File: src/rtl/memory_stage.sv
// Memory stage of a five-stage pipeline: data memory access, branch resolution
// and the memory/writeback pipeline register.
// Compile option: SUBWORD_ACCESS_EN enables byte/halfword loads and stores
// decoded from funct3_M; without it every access is a full 32-bit word.
module memory_stage #(
    parameter int unsigned DMEM_WORDS = 64
) (
    input  logic        clk,
    input  logic        rst,
    input  logic        ALU_zero_M,
    input  logic [31:0] ALU_result_M,
    input  logic [31:0] register_file_srcB_M,
    input  logic [4:0]  register_file_WA_M,
    input  logic [31:0] PC_branch_M,
    input  logic        ctrl_register_file_WE_M,
    input  logic        ctrl_data_memory_WE_M,
    input  logic        ctrl_result_M,
    input  logic        ctrl_branch_M,
    input  logic [2:0]  funct3_M,
    output logic        PC_src_M,
    output logic [31:0] PC_branch_out_M,
    output logic [31:0] ALU_result_W,
    output logic [31:0] read_data_W,
    output logic [4:0]  register_file_WA_W,
    output logic        ctrl_register_file_WE_W,
    output logic        ctrl_result_W
);

    localparam int unsigned AW = $clog2(DMEM_WORDS);

    // Data memory; contents survive reset and start out cleared.
    logic [31:0] mem_q [DMEM_WORDS] = '{default: 32'h0};

    logic [AW-1:0] mem_idx;
    logic [31:0]   rd_word;
    logic [31:0]   load_data;
    logic [3:0]    wr_be;
    logic [31:0]   wr_data;

    logic [31:0] ALU_result_d, ALU_result_q;
    logic [31:0] read_data_d, read_data_q;
    logic [4:0]  register_file_WA_d, register_file_WA_q;
    logic        ctrl_register_file_WE_d, ctrl_register_file_WE_q;
    logic        ctrl_result_d, ctrl_result_q;

    // Upper address bits alias onto the array; funct3 is unused in word-only builds.
    logic unused_bits;
    assign unused_bits = ^{ALU_result_M[31:AW+2], ALU_result_M[1:0], funct3_M};

    // Branch resolution and word index; purely combinational, independent of reset.
    always_comb begin
        PC_src_M        = ctrl_branch_M & ALU_zero_M;
        PC_branch_out_M = PC_branch_M;
        mem_idx         = ALU_result_M[AW+1:2];
        rd_word         = mem_q[mem_idx];
    end

`ifdef SUBWORD_ACCESS_EN
    logic [7:0]  rd_byte;
    logic [15:0] rd_half;

    // Load lane extraction and extension; unlisted codes read a full word.
    always_comb begin
        rd_byte   = rd_word[8*ALU_result_M[1:0] +: 8];
        rd_half   = ALU_result_M[1] ? rd_word[31:16] : rd_word[15:0];
        load_data = rd_word;
        unique case (funct3_M)
            3'b000:  load_data = {{24{rd_byte[7]}}, rd_byte};
            3'b001:  load_data = {{16{rd_half[15]}}, rd_half};
            3'b100:  load_data = {24'h0, rd_byte};
            3'b101:  load_data = {16'h0, rd_half};
            default: load_data = rd_word;
        endcase
    end

    // Store lane enables; the data is replicated so every lane sees its value.
    always_comb begin
        wr_be   = 4'b1111;
        wr_data = register_file_srcB_M;
        unique case (funct3_M)
            3'b000: begin
                wr_be   = 4'b0001 << ALU_result_M[1:0];
                wr_data = {4{register_file_srcB_M[7:0]}};
            end
            3'b001: begin
                wr_be   = ALU_result_M[1] ? 4'b1100 : 4'b0011;
                wr_data = {2{register_file_srcB_M[15:0]}};
            end
            default: begin
                wr_be   = 4'b1111;
                wr_data = register_file_srcB_M;
            end
        endcase
    end
`else
    // Word-only access: funct3 is ignored.
    always_comb begin
        load_data = rd_word;
        wr_be     = 4'b1111;
        wr_data   = register_file_srcB_M;
    end
`endif

    // Memory write; the read above still sees the old word this cycle.
    always_ff @(posedge clk) begin
        if (!rst && ctrl_data_memory_WE_M) begin
            for (int b = 0; b < 4; b++) begin
                if (wr_be[b]) begin
                    mem_q[mem_idx][8*b +: 8] <= wr_data[8*b +: 8];
                end
            end
        end
    end

    // Next state of the writeback pipeline register; reset forces zeros.
    always_comb begin
        ALU_result_d            = ALU_result_M;
        read_data_d             = load_data;
        register_file_WA_d      = register_file_WA_M;
        ctrl_register_file_WE_d = ctrl_register_file_WE_M;
        ctrl_result_d           = ctrl_result_M;
        if (rst) begin
            ALU_result_d            = 32'h0;
            read_data_d             = 32'h0;
            register_file_WA_d      = 5'h0;
            ctrl_register_file_WE_d = 1'b0;
            ctrl_result_d           = 1'b0;
        end
    end

    // Writeback pipeline register.
    always_ff @(posedge clk) begin
        ALU_result_q            <= ALU_result_d;
        read_data_q             <= read_data_d;
        register_file_WA_q      <= register_file_WA_d;
        ctrl_register_file_WE_q <= ctrl_register_file_WE_d;
        ctrl_result_q           <= ctrl_result_d;
    end

    // Drive the writeback outputs from the register.
    always_comb begin
        ALU_result_W            = ALU_result_q;
        read_data_W             = read_data_q;
        register_file_WA_W      = register_file_WA_q;
        ctrl_register_file_WE_W = ctrl_register_file_WE_q;
        ctrl_result_W           = ctrl_result_q;
    end

endmodule

File: config.mk
export PLATFORM = sky130hd
export DESIGN_NAME = memory_stage
export DESIGN_NICKNAME = d
export VERILOG_FILES = /design/src/rtl/memory_stage.sv
export SDC_FILE = /design/constraint.sdc
export NUM_CORES = 2
export LEC_CHECK = 0
export CORE_ASPECT_RATIO = 1.2
export CORE_UTILIZATION = 50
export DETAILED_ROUTE_END_ITERATION = 12
export PLACE_DENSITY = 0.64
export RECOVER_POWER = 50
export SYNTH_ARGS = -nofsm -noshare
export SYNTH_HDL_FRONTEND = slang
export SYNTH_SLANG_ARGS = --single-unit
File: constraint.sdc
create_clock -name clk -period 5.4 [get_ports clk]
set_input_delay 1.08 -clock clk [delete_from_list [all_inputs] [get_ports clk]]
set_output_delay 1.08 -clock clk [all_outputs]
set_load 0.03 [all_outputs]
Word-level counts from Yosys, hierarchy flattened
Memories as Yosys holds them, arrays and structs flattened. A register that Yosys moved wholly into a read port is not among the register bits.
Index checks and enable logic that the tools add are counted.

storage, ports and cells
  logic and storage cells = 10
  RAM bits = 2,048
  register bits after elaboration = 39
  output and inout bits = 104
  bits of input ports = 111
  memories kept = 1

cells by class
  reductions and logical operators = 2
  bitwise gates (word level) = 1
  muxes and demuxes = 2

memories
  name   words  bits a word  rd ports  clocked after memory_dff  wr ports  line  source
  mem_q  64     32           1         1                         1         32    logic [31:0] mem_q [DMEM_WORDS] = '{default: 32'h0};

operators with widths
  cell               count
  1-bit 2-to-1 mux   2
  1-bit AND          1
  1-bit logical AND  1
  1-bit logical NOT  1

Depth between registers and ports, before layout
  depth in word-level cells = 4
  gate-level depth with buffers = 11
  mapped depth without buffers = 6

Worst setup path before layout
Ideal clock, no wire load.

  path type = input -> register
  start = input port ALU_result_M[4]
  end = memory mem_q[32][0], enable pin
  stages = 7
  path buffers = 4
  required time = 4.979 ns
  setup slack = 1.282 ns
  data arrival time = 3.696 ns
  path through = buf_4 > buf_2 > buf_2 > buf_2 > nor3b_1 > nand2_1 > nor2_1

RTL lines
  element             line  source
  start: declaration  11    input logic [31:0] ALU_result_M,
  end: declaration    32

No word-level cell before the write port.

==> flow_metrics.py <==
metrics = {
    "run_status": {
        "status": "finished, violations left",
        "violations": "max-capacitance violations, max-slew violations",
    },
    "clocking": {
        "cts_setup_buffers": 0,
        "clkSinkCount": 2119,
        "htree_levels": 4,
        "hold_buffers": 0,
        "clk_latency_ps": 850,
        "cts_buffer_depth": 3,
        "clock-root-buffer": "clkbuf_16",
        "cts_tree": "yes",
        "cts_resized": 0,
        "cts_buffers": 201,
        "clk_pin_slew_ps": 60,
    },
    "sta": {
        "hold_viol_final": 0,
        "fin_tns_setup_ps": 0,
        "clock_skew_ps": 46.31,
        "rsz0062_at_grt": "no",
        "max_freq_mhz": 223.4,
        "fin_crit_ps": 4476,
        "tightest_slew_ps": 3766,
        "relSlewSlack_pct": -151.0,
        "final-max-slew-violation-count": 2117,
        "fin_hold_ws_ps": 717.7,
        "setup_viol": 0,
        "finalCritPeriodShare_pct": 82.88,
    },
    "drt": {
        "first_iter_violations": 6010,
        "wl_per_cell_um": 33.09,
        "num_vias": 46380,
        "drc": 0,
        "ant_nets": 0,
        "wirelength_um": 231100,
        "vias_per_cell": 6.641,
        "first_pass_iters": 8,
    },
    "power": {
        "p_leak_nw": 27.99,
        "p_per_area_mw_per_mm2": 370.9,
        "ir_drop_uv": 316.1,
    },
    "logic_synthesis": {
        "ys_dominant_reg_cell": "edfxtp_1",
        "synthTopCellsByCount": "edfxtp_1 (2,048), a221oi_1 (397), a22oi_1 (330), buf_2 (184), nor2_1 (175)",
        "synth_area_mm2": 0.07974,
        "synth_area_leaders": "edfxtp_1 (77%), a221oi_1 (4.4%), a22oi_1 (3.1%)",
        "synth-async-reset-ratio_pct": 0,
        "netlist.area_leader.share_pct": 77.13,
        "synth_edf_count": 2048,
        "syn_avg_cell_area_um2": 17.77,
        "synth_seq_cells": 2119,
        "synth_cell_types": 65,
        "synth_nets": 4599,
        "netlist_instances": 4488,
        "yosys.area.top_type": "edfxtp_1",
        "yosysMostFrequentCell": "edfxtp_1",
        "yosys_warnings": 0,
        "synth-seq-area-share_pct": 78.91,
    },
    "hold_path": {
        "holdPathStages": 3,
        "hold_class": "flop to flop",
    },
    "cells_and_area": {
        "post-route-cell-area_mm2": 0.09094,
        "fillers": 11830,
        "nets": 4815,
        "drive_gt1_share_pct": 14.92,
        "area_growth_syn_to_layout_pct": 14.05,
    },
    "worst_setup_path": {
        "cp_max_fo": 13,
        "rrSetupSlack_ps": 2960,
        "critPathCaptureType": "flop",
        "ff2ff_path_depth": 5,
        "path_class": "input port to flop",
        "worstSetupStartpointType": "input port",
        "arrival_ps": 5010,
        "worstPathRequired_ps": 5930,
    },
    "floorplanning": {
        "core_mm2": 0.1584,
        "dieArea_mm2": 0.1611,
        "ioPinCount": 215,
        "start_util_pct": 50.35,
        "die_w_um": 366.6,
        "die_h_um": 439.5,
        "rows": 160,
    },
    "run": {
        "cap_viol_max_count": 34,
    },
    "placement": {
        "port_buffers": 147,
        "gp_congestion": 0.8543,
        "placed_cell_area_mm2": 0.08479,
        "dpl.hpwl_um": 132300,
    },
    "global_routing": {
        "grt_overflow": 0,
        "grt_usage_pct": 28.47,
        "grt_pass1_wl_um": 326800,
        "grt_max_degree": 114,
        "grt_pass1_vias": 45070,
        "antenna_found_initial": 7,
    },
}
## flip-flops by register name, indices dropped and copies added, names as in the netlist
signal,flops
mem_q,2048
ALU_result_W,32
read_data_W,32
register_file_WA_W,5
ctrl_register_file_WE_W,1
ctrl_result_W,1
## layout make-up
| type | instances | area (um2) | share of cell area [%] |
|---|---|---|---|
| clock buffer | 274 | 5436 | 5.978 |
| inverter | 4 | 22.52 | 0.02477 |
| timing repair buffer | 401 | 3704 | 4.073 |
| clock inverter | 99 | 849.6 | 0.9342 |
| tap | 2106 | 2635 | 2.898 |
| antenna | 4 | 10.01 | 0.01101 |
| sequential | 2119 | 62920 | 69.19 |
| multi-input combinational | 1977 | 15360 | 16.89 |
## metrics by stage
step           worst slack [ps]  util, %  total power, mW  std cells
2_1_floorplan              1282        -            19.49       4488
3_3_place_gp               1094    53.54            20.41       6607
3_5_place_dp               1098    53.54            20.44       6607
4_1_cts                    2007    57.51            33.83       6980
5_1_grt                    1052    57.42            34.58       6982
6_report                  924.3    57.43            33.73       6984
## worst max-delay path, stage by stage
cell and delay (ps):
buf_2 580, clkbuf_1 650, nor2b_1 260, nand2_1 120, clkbuf_1 1110, o22ai_1 350
nor4_1 410, a31oi_1 390
## report_power, final
| part | leakage, nW | switching (mW) | internal (mW) | total, mW |
|---|---|---|---|---|
| combinational | 5.91 | 1.37 | 0.572 | 1.94 |
| sequential | 19.0 | 0.0382 | 18.2 | 18.2 |
| clock | 3.08 | 6.05 | 7.55 | 13.6 |
## layer usage
layer,wire length [um],up-vias,GRT usage (%)
met3,20920,589,4.951
met5,28,-,0
met2,110400,2737,45.76
met1,84610,23820,36.50
met4,15120,4,16.96
li1,-,19230,-
## path summary, 6_finish.rpt
path | start | end
max | ALU_result_M[6] | read_data_W[30]
min | mem_q[58][14] | read_data_W[14]
max reg2reg | mem_q[31][30] | read_data_W[30]
min reg2reg | mem_q[58][14] | read_data_W[14]
## cell families (layout without fill, tap and decap cells)
kind of cell | count (synthesis) | in the layout | synth area share (%)
flip-flops | 2119 | 2119 | 78.91
multiplexers | 213 | 213 | 3.584
buffers and inverters | 392 | 778 | 2.468
AND/OR/NAND/NOR | 509 | 509 | 3.019
AO/OA/AOI/OAI | 1255 | 1255 | 12.02
other | 0 | 4 | 0
## placed cells by master, fill, tap and decap left out, types with 24 or more instances in the layout
master,n
mux2i_1,101
nand3_1,58
nor2_1,114
clkbuf_16,203
a221oi_1,397
clkdlybuf4s50_1,108
buf_12,48
o21ai_0,64
clkinv_1,34
buf_4,181
dfxtp_1,71
o22ai_1,125
nand2_1,92
buf_2,24
mux2_2,60
o22a_1,65
nor2b_1,40
nor2_4,63
mux4_2,52
edfxtp_1,2048
a21oi_1,123
clkinv_2,38
a22oi_1,330
nor3_1,61
clkbuf_1,99
Power figures use the tool's default switching activity.
